--- src/rtl/thread_fifo_pkg.sv ---
// Shared types for the thread generator / ray core path.
// Defines SCREEN_COORD (coordinate width) unless the build already provides it.
`ifndef SCREEN_COORD
`define SCREEN_COORD 10
`endif

package thread_fifo_pkg;

   localparam int unsigned RAY_CORE_SIZE     = 4;
   localparam int unsigned THREAD_FIFO_DEPTH = 4;

   typedef struct packed {
      logic                       DataValid;
      logic [`SCREEN_COORD-1:0]   x;
      logic [`SCREEN_COORD-1:0]   y;
   } ThreadData;

   typedef struct packed {
      ThreadData thread;
      logic      frame_start;
   } RayCoreInput;

endpackage

--- src/rtl/thread_fifo_if.sv ---
// Push/pop handshake between the thread generator, one thread_fifo and its ray core.
interface thread_fifo_if;
   import thread_fifo_pkg::*;

   ThreadData thread_in;
   logic      full;
   logic      almost_full;
   logic      pop;
   ThreadData thread_out;

   modport master (
      output thread_in,
      output pop,
      input  full,
      input  almost_full,
      input  thread_out
   );

   modport slave (
      input  thread_in,
      input  pop,
      output full,
      output almost_full,
      output thread_out
   );
endinterface

--- src/rtl/thread_fifo_mem.sv ---
// DEPTH x ThreadData storage: synchronous write, asynchronous read for the show-ahead head.
module thread_fifo_mem
   import thread_fifo_pkg::*;
#(
   parameter int unsigned DEPTH = THREAD_FIFO_DEPTH,
   parameter int unsigned AW    = $clog2(DEPTH)
) (
   input  logic          clk,
   input  logic          we,
   input  logic [AW-1:0] waddr,
   input  ThreadData     wdata,
   input  logic [AW-1:0] raddr,
   output ThreadData     rdata
);

   ThreadData mem [DEPTH];

   always_ff @(posedge clk) begin
      if (we) mem[waddr] <= wdata;
   end

   assign rdata = mem[raddr];

endmodule

--- src/rtl/thread_fifo.sv ---
// Per-ray-core show-ahead thread queue with registered full/almost_full and sticky overflow.
// Defining THREAD_FIFO_STATS_EN builds the high_water peak-occupancy tracker.
module thread_fifo
   import thread_fifo_pkg::*;
#(
   parameter int unsigned DEPTH             = THREAD_FIFO_DEPTH,
   parameter int unsigned ALMOST_FULL_LEVEL = DEPTH - 1
) (
   input  logic                         clk,
   input  logic                         resetn,
   input  logic                         flush,
   thread_fifo_if.slave                 bus,
   output logic [$clog2(DEPTH+1)-1:0]   count,
   output logic                         overflow,
   output logic [$clog2(DEPTH+1)-1:0]   high_water
);

   localparam int unsigned AW = $clog2(DEPTH);
   localparam int unsigned CW = $clog2(DEPTH + 1);
   localparam logic [CW-1:0] DEPTH_C = CW'(DEPTH);
   localparam logic [CW-1:0] AF_C    = CW'(ALMOST_FULL_LEVEL);

   logic [AW-1:0] wp;
   logic [AW-1:0] rp;
   logic [CW-1:0] cnt_q;
   logic [CW-1:0] cnt_d;
   logic          full_q;
   logic          af_q;
   logic          ovf_q;
   logic          push_ok;
   logic          push_drop;
   logic          pop_ok;
   ThreadData     rdata;
   ThreadData     head;

   // full is the registered flag, so a same-cycle pop never rescues a push
   assign push_ok   = bus.thread_in.DataValid && !full_q && !flush;
   assign push_drop = bus.thread_in.DataValid &&  full_q && !flush;
   assign pop_ok    = bus.pop && (cnt_q != '0) && !flush;

   always_comb begin
      cnt_d = cnt_q;
      if (flush) begin
         cnt_d = '0;
      end else begin
         unique case ({push_ok, pop_ok})
            2'b10:   cnt_d = cnt_q + CW'(1);
            2'b01:   cnt_d = cnt_q - CW'(1);
            default: cnt_d = cnt_q;
         endcase
      end
   end

   always_ff @(posedge clk or negedge resetn) begin
      if (!resetn) begin
         wp     <= '0;
         rp     <= '0;
         cnt_q  <= '0;
         full_q <= 1'b0;
         af_q   <= 1'b0;
         ovf_q  <= 1'b0;
      end else begin
         if (flush) begin
            wp    <= '0;
            rp    <= '0;
            ovf_q <= 1'b0;
         end else begin
            if (push_ok)   wp    <= wp + AW'(1);
            if (pop_ok)    rp    <= rp + AW'(1);
            if (push_drop) ovf_q <= 1'b1;
         end
         cnt_q  <= cnt_d;
         full_q <= (cnt_d == DEPTH_C);
         af_q   <= (cnt_d >= AF_C);
      end
   end

   thread_fifo_mem #(
      .DEPTH (DEPTH),
      .AW    (AW)
   ) u_mem (
      .clk   (clk),
      .we    (push_ok),
      .waddr (wp),
      .wdata (bus.thread_in),
      .raddr (rp),
      .rdata (rdata)
   );

   // Gate the head with occupancy so stale or undefined memory never leaks out
   always_comb begin
      head           = rdata;
      head.DataValid = 1'b1;
      if (cnt_q == '0) head = '0;
   end

   assign bus.thread_out  = head;
   assign bus.full        = full_q;
   assign bus.almost_full = af_q;
   assign count           = cnt_q;
   assign overflow        = ovf_q;

`ifdef THREAD_FIFO_STATS_EN
   logic [CW-1:0] hw_q;

   always_ff @(posedge clk or negedge resetn) begin
      if (!resetn) begin
         hw_q <= '0;
      end else if (cnt_d > hw_q) begin
         hw_q <= cnt_d;
      end
   end

   assign high_water = hw_q;
`else
   assign high_water = '0;
`endif

endmodule

--- src/flat_wrapper.sv ---
// flat-port wrapper written by rule: the top's interface ports become plain ports
module thread_fifo_flat import thread_fifo_pkg::*;
#(
   parameter int unsigned DEPTH             = THREAD_FIFO_DEPTH,
   parameter int unsigned ALMOST_FULL_LEVEL = DEPTH - 1
)
  (clk, resetn, flush, count, overflow, high_water, bus_thread_in, bus_pop, bus_full, bus_almost_full, bus_thread_out);
  thread_fifo_if bus_i ();
  input  logic clk;
  input  logic resetn;
  input  logic flush;
  output logic [$clog2(DEPTH+1)-1:0] count;
  output logic overflow;
  output logic [$clog2(DEPTH+1)-1:0] high_water;
  input wire logic [$bits(bus_i.thread_in)-1:0] bus_thread_in;
  input wire logic [$bits(bus_i.pop)-1:0] bus_pop;
  output wire logic [$bits(bus_i.full)-1:0] bus_full;
  output wire logic [$bits(bus_i.almost_full)-1:0] bus_almost_full;
  output wire logic [$bits(bus_i.thread_out)-1:0] bus_thread_out;
  assign bus_i.thread_in = bus_thread_in;
  assign bus_i.pop = bus_pop;
  assign bus_full = bus_i.full;
  assign bus_almost_full = bus_i.almost_full;
  assign bus_thread_out = bus_i.thread_out;
  thread_fifo #(.DEPTH(DEPTH), .ALMOST_FULL_LEVEL(ALMOST_FULL_LEVEL)) u_core (.clk(clk), .resetn(resetn), .flush(flush), .bus(bus_i), .count(count), .overflow(overflow), .high_water(high_water));
endmodule
--- config.mk ---
export PLATFORM = sky130hd
export DESIGN_NAME = thread_fifo_flat
export DESIGN_NICKNAME = d
export VERILOG_FILES = /design/src/rtl/thread_fifo_pkg.sv /design/src/rtl/thread_fifo_if.sv /design/src/rtl/thread_fifo_mem.sv /design/src/rtl/thread_fifo.sv /design/src/flat_wrapper.sv
export SDC_FILE = /design/constraint.sdc
export NUM_CORES = 1
export LEC_CHECK = 0
export BUFFER_PORTS_ARGS = -buffer_cell sky130_fd_sc_hd__buf_2
export CORE_UTILIZATION = 25
export DETAILED_ROUTE_END_ITERATION = 10
export HOLD_SLACK_MARGIN = 0.15
export SLEW_MARGIN = 20
export SYNTH_ARGS = -nofsm -noshare
export SYNTH_HDL_FRONTEND = slang
export SYNTH_SLANG_ARGS = --single-unit
export TNS_END_PERCENT = 50
--- constraint.sdc ---
create_clock -name clk -period 4.9 [get_ports clk]
set_input_delay 0.49 -clock clk [delete_from_list [all_inputs] [get_ports clk]]
set_output_delay 0.49 -clock clk [all_outputs]
set_load 0.01 [all_outputs]
==> impl_results.rst <==
.. list-table::
   :header-rows: 1

   * - Metric
     - Value
   * - Sequential cell area fraction in the yosys report
     - 0.735
   * - Post-Synthesis Mean Instance Area
     - 19.6 sq um
   * - Length of routed wiring on met1
     - 2730 um
   * - Residual DRC
     - 0
   * - Combined area of all synthesized cells
     - 3610 sq um
   * - Total routing usage reported by global routing
     - 0.0945
   * - Number of vias in the routed layout
     - between 1500 and 2000
   * - Combinational share of power
     - 0.122
   * - Global-route wire length before repair
     - 9920 um
   * - Detailed route wirelength on metal2
     - 3250 um
   * - Layout cell share with drive strength beyond 1
     - 0.365
   * - Clock network fraction of design power
     - 0.367
   * - Area of placed instances
     - 4070 sq um
   * - DR vias/cell
     - around 4.1
   * - Antenna fix cells
     - 0
   * - Post-CTS resize count
     - 0
   * - EDFF count, synth
     - 80
   * - Share of flip-flops with an asynchronous set or reset
     - 0.111
   * - Clock period minus worst slack
     - 2.63 ns
   * - Die Wd
     - 122 um
   * - Total clock sinks
     - 90
   * - Worst Tran Pin Value
     - around 1.1 ns
   * - DR top layer
     - met4
   * - Total design power
     - ~0.0018 W
   * - Post-synthesis compound-gate area fraction
     - 0.00971
   * - Total negative slack
     - 0 ns
   * - Most frequent cell after synthesis
     - edfxtp_1
   * - Final weighted congestion in routability-driven placement
     - 0.778
   * - Area growth syn-to-layout
     - 21.3%
   * - Post-detailed-placement half-perimeter wirelength
     - 4020 um
   * - Total of flip-flops plus latches after synthesis
     - 90
   * - Xor and xnor area share after synthesis
     - 0.00971
   * - Area occupied by registers
     - 2650 sq um
   * - Largest incremental delay on the critical path
     - 0.86 ns
   * - Net switching power
     - between 0.0003 and 0.0004 W
   * - Count of yosys warnings during synthesis
     - 0
   * - CTS tree
     - yes
   * - Core area
     - roughly 14000 sq um
   * - Count of boundary I/O pins
     - 55
   * - Cell chain of the critical path
     - mux4_1 > nor2b_1 > buf_2
   * - Floorplan row count
     - 43
   * - Switching share of power
     - 0.224
   * - Dominant register cell in the synthesized netlist
     - edfxtp_1
   * - Data required time at the worst endpoint
     - 4.41 ns
   * - Leakage Power
     - 1.58 nW
   * - Number of max-capacitance violations reported
     - 0
   * - Pin count of the biggest net entering global routing
     - 24
   * - Area of the die
     - 14900 sq um
   * - Category of the critical setup timing path
     - reg2out
   * - Top cells by instance count after synthesis
     - edfxtp_1 (80), nor2b_1 (21), mux4_2 (18), dfrtp_1 (10), nor2_1 (8)
   * - Cell type contributing the most total cell area after synthesis
     - edfxtp_1
   * - Vert. Die Dim
     - around 120 um
   * - Cts bufs inserted
     - 9
   * - Total area of multi-input combinational cells
     - ~890 sq um
   * - Clock transition at the registers of the reported paths
     - 0.06 ns
   * - Post-CTS Setup Inserts
     - 0
   * - Initial DRT Pass Iterations
     - 4
   * - Total congestion overflow
     - 0
   * - Post-CTS Hold Buffers
     - 1
   * - Slowest library cell on the worst path
     - dfrtp_2
   * - Number of antenna violations at the first check in global routing
     - 0
   * - Cell chosen for the clock root
     - clkbuf_16
   * - Filler cells
     - 1393
   * - Outcome
     - complete, no violations
   * - Remaining antenna violation count
     - 0
   * - Highest ir drop seen on vdd
     - 0.000168 V
   * - Net count, final
     - 275
   * - Endpoints failing hold
     - 0
   * - Unrepaired setup endpoints after global routing
     - no
   * - Main combinational cell family by area after synthesis
     - multiplexers
   * - Maximum buffer depth of the clock tree
     - 2
   * - Clock latency at the later pin of the worst-skew pair
     - 0.33 ns
   * - Launching element type of the critical path
     - flip-flop
   * - CP Capture Type
     - output port
   * - Effective utilization at floorplan
     - 0.258
   * - Power density over the cells
     - ~400 nW/um^2
   * - Crit share post-route
     - 0.537
   * - Fmax
     - around 380 MHz
   * - Routed wirelength normalized by instance count
     - ~15 um
   * - Post-Synth Adder-Cell Area
     - 0.0229
   * - Setup clock skew after layout
     - 0.00277 ns
   * - Synthesized netlist cell count
     - 184
   * - DRT Wirelength
     - ~6400 um
   * - Biggest fanout along the worst timing path
     - 22
   * - Proportion of netlist area held by the largest area contributor
     - 0.666
   * - H-tree levels
     - 3
   * - Cell Int Power
     - 0.00136 W
   * - Dominant cells by area after synthesis
     - edfxtp_1 (67%), mux4_2 (11%), dfrtp_1 (6.9%)
   * - Part of the power in registers
     - 0.511
   * - Count of input and output buffers
     - 51
   * - Post-synthesis mux area share
     - 0.133
   * - Final standard cell area without fillers
     - 4370 sq um
   * - Routed wire length on met3
     - between 300 and 400 um
   * - Initial drt markers
     - 31
   * - Rel. slew slack
     - 0.291
   * - Critical path data arrival time
     - 2.14 ns
   * - Type of the most critical hold path
     - in2reg
   * - Total setup violations reported at the end of the flow
     - 0
   * - Number of slew-limit violations in the final report
     - 0
   * - Simple-Gate Fraction of Synth Area
     - 0.0663
   * - Via count of the first global-routing pass
     - 1819
   * - Synth cell types
     - 28
[worst max-delay path: cells and delay by family (launching register included)]
kind,cells,cell delay [ns]
flops,1,0.86
mux,1,0.62
simple gates,1,0.15
buf+inv,1,0.17
[metrics by stage]
step | setup WS [ns] | cells | hold WS [ns] | util
detailed placement | 2.36 | 411 | 0.373 | 0.291
finish | 2.27 | 429 | 0.369 | 0.313
global placement | 2.44 | 411 | 0.360 | 0.291
CTS | 2.14 | 428 | 0.358 | 0.312
global route | 2.09 | 429 | 0.364 | 0.313
floorplan | 2.54 | 186 | 0.194 | -
[cells in the final DEF, fill, tap and decap left out]
master and count:
clkbuf_16 9, edfxtp_1 80, conb_1 3, ha_1 5, mux2i_1 2, inv_1 4
dlygate4sd3_1 1, nor2b_1 21, a211oi_1 1, and2_1 4, fa_1 1, a21oi_1 2
mux4_2 18, nand2b_1 1, bufinv_16 1, clkinv_2 3, clkbuf_1 1, clkinv_4 1
o31ai_1 1, o21ai_0 2, or3_1 2, nand2_1 2, buf_6 1, buf_4 4
clkinv_1 1, nand3_1 1, nor3_4 1, or4_4 1, dfrtp_2 1, nor2_1 8
mux4_1 2, xnor2_1 2, buf_2 51, dfrtp_1 9, xor2_1 2
[sequential cells by signal (all words and copies together), names as in the netlist]
name                    flops
u_core.bus.full             1
u_core.count                3
u_core.bus.almost_full      1
u_core.overflow             1
u_core.rp                   2
u_core.u_mem.mem           80
u_core.wp                   2
[area by class of cell]
type                    count  area share
flip-flops and latches     90       0.607
multi-input cells          82       0.203
repair buffers             57      0.0701
clock buffers              10      0.0523
well taps                 180      0.0515
clock inverters             6      0.0132
inverters                   4     0.00343
[worst paths after layout]
check,startpoint,endpoint,slack (ns),cells past startpoint
setup / recovery,u_core.rp[0],bus_thread_out[1],2.27,3
hold / removal,bus_thread_in[16],u_core.u_mem.mem[0][16],0.37,1
setup reg to reg,u_core.count[0],u_core.bus.full,2.39,7
hold reg to reg,u_core.overflow,u_core.overflow,0.50,2
max in group asynchronous,resetn,u_core.rp[0],4.14,2
min in group asynchronous,resetn,u_core.bus.almost_full,0.55,2
[logic make-up after synthesis]
| family | count (synthesis) |
|---|---|
| AO/OA/AOI/OAI | 6 |
| adder cells (fa/ha/maj) | 6 |
| multiplexers | 22 |
| AND/OR/NAND/NOR | 41 |
| flip-flops | 90 |
| other | 1 |
| XOR/XNOR | 4 |
| buffers and inverters | 14 |
[layer usage]
metal / up-vias / global-route usage
li1: 821 / -
met1: 893 / 0.109
met2: 41 / 0.158
met3: 8 / 0.0351
met4: 0 / 0.0389
met5: - / 0
[power by group through the flow]
stage	registers [W]	logic [W]	clock network, W
final	0.000898	0.000215	0.000646
after global placement	0.000914	0.000216	0
after CTS	0.000901	0.000218	0.000666
after global routing	0.000905	0.000240	0.000691
after detailed placement	0.000917	0.000217	0
after floorplan	0.000895	0.000151	0
Power figures use the tool's default switching activity.
